$ cat config.mk
export PLATFORM = sky130hd
export DESIGN_NAME = alpha_block_v3
export DESIGN_NICKNAME = d
export VERILOG_FILES = /design/src/rtl/alpha_block_v3.sv
export SDC_FILE = /design/constraint.sdc
export NUM_CORES = 1
export LEC_CHECK = 0
export ABC_AREA = 1
export CAP_MARGIN = 0
export CORE_UTILIZATION = 46
export DETAILED_ROUTE_END_ITERATION = 12
export PLACE_DENSITY = 0.78
export REMOVE_ABC_BUFFERS = 1
export SYNTH_ARGS = -nofsm -noshare
export SYNTH_HDL_FRONTEND = slang
export SYNTH_SLANG_ARGS = --single-unit
export TNS_END_PERCENT = 100
$ cat constraint.sdc
create_clock -name clk -period 1.6 [get_ports clk]
set_input_delay 0.32 -clock clk [delete_from_list [all_inputs] [get_ports clk]]
set_output_delay 0.32 -clock clk [all_outputs]
set_load 0.005 [all_outputs]
$ cat src/rtl/alpha_block_v3.sv
// Multi-level HDR gain-switch controller: fast attack on loud samples, slow masked-timeout decay.
// Optional build macro ALPHA_FORCE_EN adds force_en/force_level override ports.
module alpha_block_v3 #(
  parameter int DATA_W     = 9,
  parameter int NUM_LEVELS = 4,
  parameter int LVL_W      = $clog2(NUM_LEVELS),
  parameter int TMO_W      = 5
) (
  input  logic              clk,
  input  logic              reset,
  input  logic              enable_sampling,
  input  logic [DATA_W-1:0] hdr_current_value,
  input  logic [DATA_W-1:0] threshold_high,
  input  logic [DATA_W-1:0] threshold_low,
  input  logic [TMO_W-1:0]  timeout_mask,
`ifdef ALPHA_FORCE_EN
  input  logic              force_en,
  input  logic [LVL_W-1:0]  force_level,
`endif
  output logic [LVL_W-1:0]  alpha_level,
  output logic              alpha,
  output logic              level_change,
  output logic [TMO_W-1:0]  low_count
);

  localparam logic [LVL_W-1:0] TOP_LEVEL = LVL_W'(NUM_LEVELS - 1);
  localparam logic [LVL_W-1:0] LVL_ONE   = LVL_W'(1);
  localparam logic [TMO_W-1:0] TMO_ONE   = TMO_W'(1);

  logic [LVL_W-1:0]  level_reg, level_next;
  logic [TMO_W-1:0]  low_count_reg, low_count_next;
  logic              alpha_reg;
  logic              level_change_reg;

  logic [DATA_W-1:0] mag;
  logic              is_high;
  logic              is_low;
  logic [TMO_W-1:0]  hit_bits;
  logic              mask_hit;
  logic              low_sat;

  // The most-negative input negates to 2^(DATA_W-1), which still fits unsigned.
  assign mag     = hdr_current_value[DATA_W-1] ? (~hdr_current_value + DATA_W'(1))
                                               : hdr_current_value;
  assign is_high = (mag > threshold_high);
  assign is_low  = (mag < threshold_low);

  // A mask bit is satisfied when it is clear or the counter has that bit set.
  genvar gi;
  generate
    for (gi = 0; gi < TMO_W; gi++) begin : g_mask_hit
      assign hit_bits[gi] = ~timeout_mask[gi] | low_count_reg[gi];
    end
  endgenerate

  assign mask_hit = (&hit_bits) && (timeout_mask != '0);
  assign low_sat  = &low_count_reg;

  always_comb begin
    level_next     = level_reg;
    low_count_next = low_count_reg;
    if (enable_sampling) begin
      if (is_high) begin
        low_count_next = '0;
        if (level_reg < TOP_LEVEL)
          level_next = level_reg + LVL_ONE;
      end else if (is_low) begin
        if (mask_hit) begin
          low_count_next = '0;
          if (level_reg != '0)
            level_next = level_reg - LVL_ONE;
        end else if (!low_sat) begin
          low_count_next = low_count_reg + TMO_ONE;
        end
      end else begin
        low_count_next = '0;
      end
    end
`ifdef ALPHA_FORCE_EN
    // Override applies on every edge, independent of the sample tick.
    if (force_en) begin
      level_next     = (force_level > TOP_LEVEL) ? TOP_LEVEL : force_level;
      low_count_next = '0;
    end
`endif
  end

  always_ff @(posedge clk or negedge reset) begin
    if (!reset) begin
      level_reg        <= '0;
      low_count_reg    <= '0;
      alpha_reg        <= 1'b0;
      level_change_reg <= 1'b0;
    end else begin
      level_reg        <= level_next;
      low_count_reg    <= low_count_next;
      alpha_reg        <= (level_next != '0);
      level_change_reg <= (level_next != level_reg);
    end
  end

  assign alpha_level  = level_reg;
  assign alpha        = alpha_reg;
  assign level_change = level_change_reg;
  assign low_count    = low_count_reg;

endmodule

-- After elaboration in Yosys (flattened, before gate mapping)
Cells that the tools add are included.
- reductions and logical operators: 7
- eq/ne operators: 2
- magnitude comparators: 3
- muxes and demuxes: 11
- add/subtract/negate cells: 4
- bitwise logic cells: 11
- operators by type and width (kind ; number):
    2-to-1 mux 5 bit ; 4
    2-to-1 mux 2 bit ; 6
    AND reduction 5 bit ; 2
    adder 9 x 1 -> 9 bit (second input constant) ; 1
    > comparator 9 bit ; 1
    less-than comparator 9 bit ; 1
    2-to-1 mux 9 bit ; 1
    inverter 9 bit ; 1
    adder 5 x 1 -> 5 bit (second input constant) ; 1
    inverter 1 bit ; 5
    bitwise OR 1 bit ; 5
    nonzero test 5 bit ; 1
    != test 4 bit (second input constant) ; 1
    nonzero test 2 bit ; 2
    adder 2 x 1 -> 2 bit (second input constant) ; 1
    less-than comparator 2 bit (second input constant) ; 1
    != test 2 bit ; 1
    AND reduction 2 bit ; 1
    subtractor 2 x 1 -> 2 bit (second input constant) ; 1
    logical AND 1 bit ; 1
- input port bits: 35
- output and inout port bits: 9
- bits in registers: 9

-- Depth between registers and ports, before layout
Gate-level depths: netlist of run 1.
- word-level depth: 9
- gate-level depth with buffers: 19
- mapped depth without buffers: 19

-- Least setup slack after synthesis of run 1
Ideal clock, no wire load.
- path type: input to register
- start: in hdr_current_value[0]
- end: reg low_count_reg[2], in the netlist low_count[2]
- path slack: -635 ps
- arrival time: 2161 ps
- cell stages on the path: 18
- buffers on the path: 1
- cells stage by stage: clkinv_1 -> ha_1 -> inv_1 -> nor2_1 -> nand2_1 -> nor4_1 -> ha_1 -> nand2_1 -> inv_2 -> nand2_1 -> nand2_1 -> nor2_2 -> and2_4 -> buf_6 -> nand3_4 -> nand2_8 -> nand2_1 -> o21ai_2
- longest elaborated chain between the ends: 6
- elaborated cells on any way between the ends: 9
- ends and longest elaborated chain (element ; RTL line ; text):
    start, declared ; 12 ; input logic [DATA_W-1:0] hdr_current_value,
    inverter 9 bit ; 43 ; assign mag = hdr_current_value[DATA_W-1] ? (~hdr_current_value + DATA_W'(1))
    adder 9 x 1 -> 9 bit ; 43 ;
    2-to-1 mux 9 bit * ; 43 ;
    > comparator 9 bit or less-than comparator 9 bit (tied branches) ; 45, 46 ;
    != test 4 bit (no line) or 2-to-1 mux 5 bit (tied branches) ; - ;
    AND reduction 2 bit (no line) or 2-to-1 mux 5 bit (tied branches) ; - ;
    end signal, assigned ; 96 ; low_count_reg <= low_count_next;
    end, declared ; 31 ; logic [TMO_W-1:0] low_count_reg, low_count_next;
Every way passes the cells marked *; elsewhere a longest branch is shown, timed or not.
A chain may end at the register's enable or synchronous reset.

-- Final worst setup path of run 1
Ends and elaborated chain as after synthesis.

==> results of run 1 <==
-- power by group --
group          leakage (nW)  switching, W  internal, W
Clock                0.0150     0.0000841    0.0000964
Combinational          1.04      0.000504     0.000483
Sequential            0.109     0.0000501     0.000279
-- cell type report --
| cell class | instances | share of cell area |
|---|---|---|
| Multi-Input combinational cell | 144 | 0.5197 |
| Timing Repair Buffer | 68 | 0.2765 |
| Sequential cell | 9 | 0.09836 |
| Inverter | 45 | 0.07705 |
| Tap cell | 31 | 0.01694 |
| Clock buffer | 4 | 0.01148 |
-- per-layer routing --
| metal | share of wire | routed length [um] |
|---|---|---|
| met5 | 0 | 0 |
| met2 | 0.51 | 2410 |
| met1 | 0.38 | 1798 |
| met3 | 0.062 | 297 |
| met4 | 0.055 | 262 |
-- metrics by stage --
| step | cells | power [W] | hold slack [ns] | worst slack, ns |
|---|---|---|---|---|
| final | 301 | 0.001498 | 0.3450 | -0.5969 |
| after global routing | 301 | 0.001603 | 0.3676 | -0.6979 |
| after CTS | 295 | 0.001299 | 0.3583 | -0.5339 |
| after detailed placement | 284 | 0.001059 | 0.5375 | -1.351 |
| after global placement | 284 | 0.001047 | 0.5386 | -1.324 |
| after floorplan | 197 | 0.0007289 | 0.02441 | -0.6080 |
-- worst reg2reg max path, stage by stage (launching register included) --
cell	delay, ns
dfrtp_1	0.38
ha_1	0.19
nand2_1	0.07
nor2_1	0.11
ha_1	0.15
inv_1	0.04
nor2_1	0.20
nand3_4	0.15
nand2_4	0.15
o21ai_2	0.07
-- logic make-up (layout without fill, tap and decap cells) --
kind of cell,count (synthesis),in the layout
xor+xnor,5,5
buf+inv,46,117
fa+ha+maj,20,20
compound gates,18,18
flops,9,9
simple gates,100,101
-- Yosys cell counts, types with 2 or more instances --
| master | count |
|---|---|
| nand3_4 | 2 |
| nand3_1 | 11 |
| a21oi_1 | 5 |
| nand2_2 | 8 |
| nand4_1 | 2 |
| dfrtp_1 | 9 |
| xor2_1 | 3 |
| o21ai_0 | 2 |
| nor3_1 | 2 |
| o21ai_2 | 5 |
| nand2_1 | 48 |
| clkinv_1 | 2 |
| inv_2 | 4 |
| xnor2_1 | 2 |
| o31ai_1 | 2 |
| nor2_2 | 3 |
| ha_1 | 20 |
| nor2_1 | 15 |
| nand3_2 | 2 |
| inv_1 | 39 |
-- worst max-delay path by stage --
| stage | from | end | cells after the start |
|---|---|---|---|
| 4_1_cts | hdr_current_value[1] | low_count[0] | 17 |
| 3_5_place_dp | hdr_current_value[1] | low_count[0] | 16 |
| 5_1_grt | hdr_current_value[1] | low_count[3] | 18 |
| 3_3_place_gp | hdr_current_value[1] | low_count[2] | 16 |
| 6_report | hdr_current_value[0] | low_count[2] | 18 |
| 2_1_floorplan | hdr_current_value[0] | low_count[2] | 15 |
-- repair_timing --
action / CTS / global route
endpoints found under the setup margin: 9 / 11
buffers inserted: 6 / 6
gates resized for setup: 53 / 50
gates cloned: 1 / 0
pin swaps: 30 / 35
==> Flow_metrics.wiki, run 1 <==
{| class="wikitable"
! Metric !! Value
|-
| Total routing resource utilization after global routing || 0.2563
|-
| Area of combinational cells with multiple inputs || 1190 sq um
|-
| Routed length per instance || 15.84 um
|-
| Commonest register cell after synthesis || dfrtp_1
|-
| Crit path capture type || flip-flop
|-
| Hold Vio Cnt, Final || 0
|-
| Largest delay share family, worst path || simple AND/OR/NAND/NOR gates
|-
| Residual overflow from global routing || 0
|-
| Via density || 5.535
|-
| Global placer's final weighted congestion || 0.8017
|-
| Crit path kind || in2reg
|-
| Met2 Resource Use GR || 0.4768
|-
| Worst Max-Slew Pin Slew || 0.4071 ns
|-
| Sum of buffers and inverters on the critical path || 3
|-
| CTS tree || built
|-
| IO buf count || 43
|-
| Total detailed-routing wirelength || 4.769 mm
|-
| Most used cells in the layout excluding fill and tap cells || inv_1, nand2_1, clkdlybuf4s50_1, nand2_2, buf_4
|-
| Number of filler instances in the final layout || 151
|-
| Final-report max-slew violation count || 0
|-
| Met1 routing resource usage after global routing || 0.2886
|-
| Synthesized area per cell || 6.698 sq um
|-
| Final Skew || 0.005186 ns
|-
| Worst path cell trace || buf_6 -> inv_4 -> ha_4 -> inv_4 -> nor2_4 -> nand2_4 -> nand2_4 -> xor2_4 -> ha_4 -> nand2_1 -> nand2_1 -> nand2_2 -> nand2_2 -> nor2_4 -> and2_4 -> nand3_4 -> nand2_4 -> o21ai_2
|-
| Critical path arrival || 2.36 ns
|-
| Adder-cell share of the synthesized area || 0.1887
|-
| Cell area power density || 654.1 nW/um^2
|-
| CP startpoint kind || input port
|-
| Number of nets at the end of the flow || 326
|-
| Root buffer selected by CTS || clkbuf_4
|-
| Hold-fix buffers, CTS || 0
|-
| Fraction of post-synthesis cell area in the top cell type by area || 0.1887
|-
| Outcome || finished, violations left
|-
| Cell repeated most along the worst path || nand2_4
|-
| Synthesis-to-finish area growth || 72.64%
|-
| Synth area leader || ha_1
|-
| Most common library cell in the layout ignoring fill and taps || inv_1
|-
| Remaining routing DRC violations || 0
|-
| Core utilization of the finished layout || 0.8375
|-
| Count of maximum capacitance violations || 0
|-
| Simple-gate portion of the synthesized area || 0.3811
|-
| RR Endpoint || low_count[2]
|-
| Share of synthesized area occupied by flip-flops and latches || 0.1698
|-
| Post-route cell area || 2290 sq um
|-
| Reg-to-reg setup timing slack || -0.01 ns
|-
| Starting utilization of the core area || 0.4851
|-
| Number of flip-flops in the largest register || 5
|-
| Origin of the critical flop-to-flop path || low_count[0]
|-
| Count of final setup violators || 9
|-
| Maximum number of pins on one net before global-route repair || 10
|-
| Share of flip-flops with an asynchronous set or reset after synthesis || 1.000
|-
| Number of warnings reported in the yosys synthesis log || 0
|-
| Placed inst area || 1882 sq um
|-
| Horiz. Die Dim || 55.70 um
|-
| Initial DRT Pass Iterations || 4
|-
| Final min period || 2.197 ns
|-
| EDFF count, synth || 0
|-
| Number of rows created at floorplan || 19
|-
| Violated checks || negative setup slack
|-
| Latest clock arrival within the worst-skew pair || 0.27 ns
|-
| Count of distinct cell types in the synthesized netlist || 32
|-
| Register cell area after layout || 225.2 sq um
|-
| Flip-flop and latch count after synthesis || 9
|-
| Detailed-placement wirelength estimate || 2.522 mm
|-
| Largest family of logic cells by synthesized area || simple AND/OR/NAND/NOR gates
|-
| DIE HEIGHT || 55.70 um
|-
| Post-Synthesis Cells || 198
|-
| Sum of negative setup slack || -5.187 ns
|-
| Core region area || 2734 sq um
|-
| CTS Buf Count || 3
|-
| Path type of the worst min-delay path || in2async
|-
| Clk slew on worst S/H paths || 0.06 ns
|-
| Top cells by area, synth || ha_1, dfrtp_1, nand2_1
|-
| Cell Area, Synth || 1326 sq um
|-
| Required time at the worst-slack endpoint || 1.76 ns
|-
| Worst vdd rail ir drop || 0.0009729 V
|-
| Maximum clock insertion buffer count || 2
|-
| Period utilization || 1.373
|-
| Worst relative slew slack || 0.7277
|-
| Gr busiest metal || met2
|-
| Standard cell with the maximum stage delay on the critical path || ha_4
|-
| Via count of the first global-routing pass || 1534
|-
| Diode count || 0
|-
| Total via count after detailed routing || 1666
|-
| Maximum operating frequency || 455.2 MHz
|-
| Delay contributed by the slowest stage of the critical path || 0.24 ns
|-
| Clock sink count || 9
|-
| Wire length of the first global-routing pass || 6.458 mm
|-
| Ratio of cells with drive above 1 in the final layout || 0.4000
|-
| Worst-path fanout max || 5
|-
| Unrepaired setup endpoints after global routing || true
|-
| Leakage component of the power || 1.165 nW
|-
| Fraction of the mapped netlist area in compound gates || 0.09151
|-
| DRT antenna net count || 0
|-
| Drt initial violations || 70
|-
| Multiplexer share of the synthesized area || 0
|-
| Total Die Area || 3102 sq um
|-
| Number of H-tree levels || 1
|-
| Post-synthesis xor/xnor area fraction || 0.03302
|-
| Final setup margin || -0.5969 ns
|-
| IO Count || 44
|-
| Initial antenna violation count || 0
|-
| Met3 routing resource usage after global routing || 0.05581
|-
| R2R cell count || 9
|}
Note: power is estimated with default switching activity, not from simulation.
==> run 2, diff against run 1 <==
--- a/config.mk
+++ b/config.mk
@@ -5,11 +5,10 @@
 export SDC_FILE = /design/constraint.sdc
 export NUM_CORES = 1
 export LEC_CHECK = 0
-export ABC_AREA = 1
 export CAP_MARGIN = 0
-export CORE_UTILIZATION = 46
+export CORE_UTILIZATION = 45
 export DETAILED_ROUTE_END_ITERATION = 12
-export PLACE_DENSITY = 0.78
+export PLACE_DENSITY = 0.79
 export REMOVE_ABC_BUFFERS = 1
 export SYNTH_ARGS = -nofsm -noshare
 export SYNTH_HDL_FRONTEND = slang
==> run 2 against run 1 <==
Largest power group unchanged. The flow still finishes with violations (negative setup slack). Worst hold slack improved by 0.017 ns. Sequential cell count did not move. Register-to-register slack got worse by 0.41 ns. Critical endpoint is now low_count[0].
==> Flow_metrics.wiki, run 2 <==
{| class="wikitable"
! Metric !! Value
|-
| Outcome || finished, violations left
|-
| Violated checks || negative setup slack
|-
| Routed length per instance || 19.30 um
|-
| RR Endpoint || low_count[2]
|-
| Switching share of total power || 0.3892
|-
| Largest delay share family, worst path || simple AND/OR/NAND/NOR gates
|-
| Worst hold slack || 0.3621 ns
|-
| DRT antenna net count || 0
|-
| Total placed cells including tap cells || 234
|-
| Cell Area, Synth || 1191 sq um
|-
| Sum of buffers and inverters on the critical path || 2
|-
| Horiz. Die Dim || 53.45 um
|-
| Share of synthesized area occupied by flip-flops and latches || 0.1891
|-
| Final-report max-slew violation count || 0
|-
| Via count of the first global-routing pass || 1494
|-
| Critical path arrival || 2.99 ns
|-
| Standard cell with the maximum stage delay on the critical path || or4_4
|-
| DIE HEIGHT || 53.45 um
|-
| Reg-to-reg setup timing slack || -0.42 ns
|-
| Most used cells in the layout excluding fill and tap cells || buf_4, clkdlybuf4s50_1, inv_1, ha_1, dfrtp_1
|-
| Residual overflow from global routing || 0
|-
| Leakage component of the power || 1.045 nW
|-
| Flip-flop and latch count after synthesis || 9
|-
| Period utilization || 1.751
|-
| Most used standard cell by instance count after synthesis || inv_1
|-
| Worst Max-Slew Pin Slew || 0.5249 ns
|-
| CP startpoint kind || input port
|-
| Number of H-tree levels || 1
|-
| Hold Vio Cnt, Final || 0
|-
| Initial DRT Pass Iterations || 4
|-
| Number of nets at the end of the flow || 281
|-
| Worst Setup Slack post-DPL || -1.831 ns
|-
| Hold-fix buffers, CTS || 0
|-
| Commonest cells post-synth || inv_1, ha_1, dfrtp_1
|-
| Final min period || 2.801 ns
|-
| Most common library cell in the layout ignoring fill and taps || buf_4
|-
| Fraction of post-synthesis cell area in the top cell type by area || 0.2101
|-
| Cell area power density || 698.7 nW/um^2
|-
| Initial antenna violation count || 0
|-
| Maximum clock insertion buffer count || 2
|-
| Ratio of cells with drive above 1 in the final layout || 0.4089
|-
| Number of rows created at floorplan || 18
|-
| Crit path capture type || flip-flop
|-
| Clock sink count || 9
|-
| CTS tree || built
|-
| Path type of the worst min-delay path || in2async
|-
| Final Skew || 0.004192 ns
|-
| Worst path cell trace || buf_6 -> or4_4 -> o21ai_4 -> xnor2_2 -> ha_1 -> nand4_1 -> nor2_2 -> nand4_1 -> a21boi_4 -> buf_6 -> o41ai_4 -> o2bb2ai_1
|-
| Cell internal power dissipation || 0.0009324 W
|-
| Worst relative slew slack || 0.6486
|-
| Synthesized area per cell || 8.448 sq um
|-
| Latest clock arrival within the worst-skew pair || 0.27 ns
|-
| Total via count after detailed routing || 1524
|-
| Maximum number of pins on one net before global-route repair || 10
|-
| Worst vdd rail ir drop || 0.0008387 V
|-
| Core region area || 2500 sq um
|-
| Number of filler instances in the final layout || 117
|-
| Comb power frac || 0.636
|-
| Via density || 5.976
|-
| Crit path kind || in2reg
|-
| Starting utilization of the core area || 0.4765
|-
| Top cells by area, synth || ha_1, dfrtp_1, inv_1
|-
| Required time at the worst-slack endpoint || 1.79 ns
|-
| Fraction of power consumed by sequential logic || 0.244
|-
| Count of distinct cell types in the synthesized netlist || 47
|-
| Post-Synthesis Cells || 141
|-
| Clk slew on worst S/H paths || 0.06 ns
|-
| Count of final setup violators || 10
|-
| Worst-path fanout max || 5
|-
| Net Switching || 0.0005940 W
|-
| Number of warnings reported in the yosys synthesis log || 0
|-
| CTS Buf Count || 3
|-
| Synth area leader || ha_1
|-
| Total Die Area || 2857 sq um
|-
| Sum of internal, switching and leakage power || 0.001526 W
|-
| Wire length of the first global-routing pass || 6.755 mm
|-
| Total detailed-routing wirelength || 4.921 mm
|-
| EDFF count, synth || 0
|-
| Origin of the critical flop-to-flop path || low_count[0]
|-
| Count of maximum capacitance violations || 0
|-
| IO buf count || 43
|-
| Maximum operating frequency || 357.0 MHz
|-
| Diode count || 0
|-
| Share of flip-flops with an asynchronous set or reset after synthesis || 1.000
|-
| Synthesis-to-finish area growth || 83.40%
|-
| Unrepaired setup endpoints after global routing || true
|-
| Commonest register cell after synthesis || dfrtp_1
|-
| Root buffer selected by CTS || clkbuf_4
|-
| Global placer's final weighted congestion || 0.9066
|-
| Total routing resource utilization after global routing || 0.3351
|-
| Part of the power in the clock network || 0.120
|-
| R2R cell count || 7
|-
| IO Count || 44
|-
| Detailed-placement wirelength estimate || 2.687 mm
|-
| Number of flip-flops in the largest register || 5
|-
| Non-filler instance count after layout || 255
|-
| Core utilization of the finished layout || 0.8739
|-
| Final setup margin || -1.201 ns
|-
| Delay contributed by the slowest stage of the critical path || 0.57 ns
|-
| Remaining routing DRC violations || 0
|-
| Drt initial violations || 54
|}
-- run 2: cell count changes in the layout (fill, tap and decap cells not counted), sizes merged, moves of 10 or more --
cell / before / now
nand2: 58 / 8
nand3: 15 / 5
inv: 45 / 25
nor2: 19 / 5
buf: 30 / 47
-- run 2: metal layers --
layer / global-route usage / wire length, um / vias to the layer above
met3: 0.07759 / 298 / 34
met4: 0.1798 / 295 / 0
met1: 0.3418 / 1820 / 720
li1: - / - / 683
met2: 0.6167 / 2507 / 87
met5: 0 / 0 / -
-- run 2: how the worst max path moves through the flow --
| stage | endpoint | cells past startpoint | from | slack, ns |
|---|---|---|---|---|
| 2_1_floorplan | low_count[2] | 9 | hdr_current_value[6] | -1.16 |
| 3_3_place_gp | low_count[2] | 10 | hdr_current_value[6] | -1.67 |
| 3_5_place_dp | low_count[2] | 10 | hdr_current_value[6] | -1.83 |
| 4_1_cts | alpha | 12 | hdr_current_value[4] | -1.07 |
| 5_1_grt | low_count[0] | 12 | hdr_current_value[6] | -1.24 |
| 6_report | low_count[0] | 12 | hdr_current_value[6] | -1.20 |
-- run 2: power groups by stage --
stage | clock, W | combinational [W] | sequential (W)
after CTS | 0.000183 | 0.000855 | 0.000365
after detailed placement | 0 | 0.000757 | 0.000370
final | 0.000183 | 0.000971 | 0.000372
after floorplan | 0 | 0.000332 | 0.000372
after global placement | 0 | 0.000721 | 0.000365
after global routing | 0.000196 | 0.00103 | 0.000379
-- run 2: timing repair --
action	in CTS	in global routing
gates resized for setup	62	19
endpoints found under the setup margin	9	12
setup buffers	13	6
pin swaps	28	19
-- run 2: layout make-up --
type                       instances  area, sq um  area share
clock buffer                       4        26.28     0.01203
inverter                          26        97.59     0.04467
multi-input combinational        103         1077      0.4931
sequential                         9        226.5      0.1037
tap                               30        37.54     0.01718
timing repair buffer              83        719.4      0.3293
-- run 2: worst reg2reg max path, delay by kind of cell, from the launching register on --
family	cells	cell delay [ns]
adders and majority gates	2	0.42
AOI/OAI and AO/OA	1	0.08
and+or+nand+nor	3	0.87
buffers and inverters	1	0.15
DFF	1	0.41
-- run 2: cell families (layout without fill, tap and decap cells) --
| kind of cell | count (synthesis) | after routing | synth area share |
|---|---|---|---|
| and+or+nand+nor | 42 | 42 | 0.2311 |
| adders and majority gates | 20 | 20 | 0.2101 |
| xor gates and xnor gates | 6 | 6 | 0.04412 |
| DFF | 9 | 9 | 0.1891 |
| buffers and inverters | 29 | 113 | 0.09243 |
| AOI/OAI and AO/OA | 35 | 35 | 0.2332 |
-- run 2: through the flow --
stage	setup TNS (ns)	cell area, sq um
2_1_floorplan	-9.632	1179
3_3_place_gp	-14.75	1819
3_5_place_dp	-16.03	1819
4_1_cts	-9.126	2083
5_1_grt	-10.85	2185
6_report	-10.39	2185
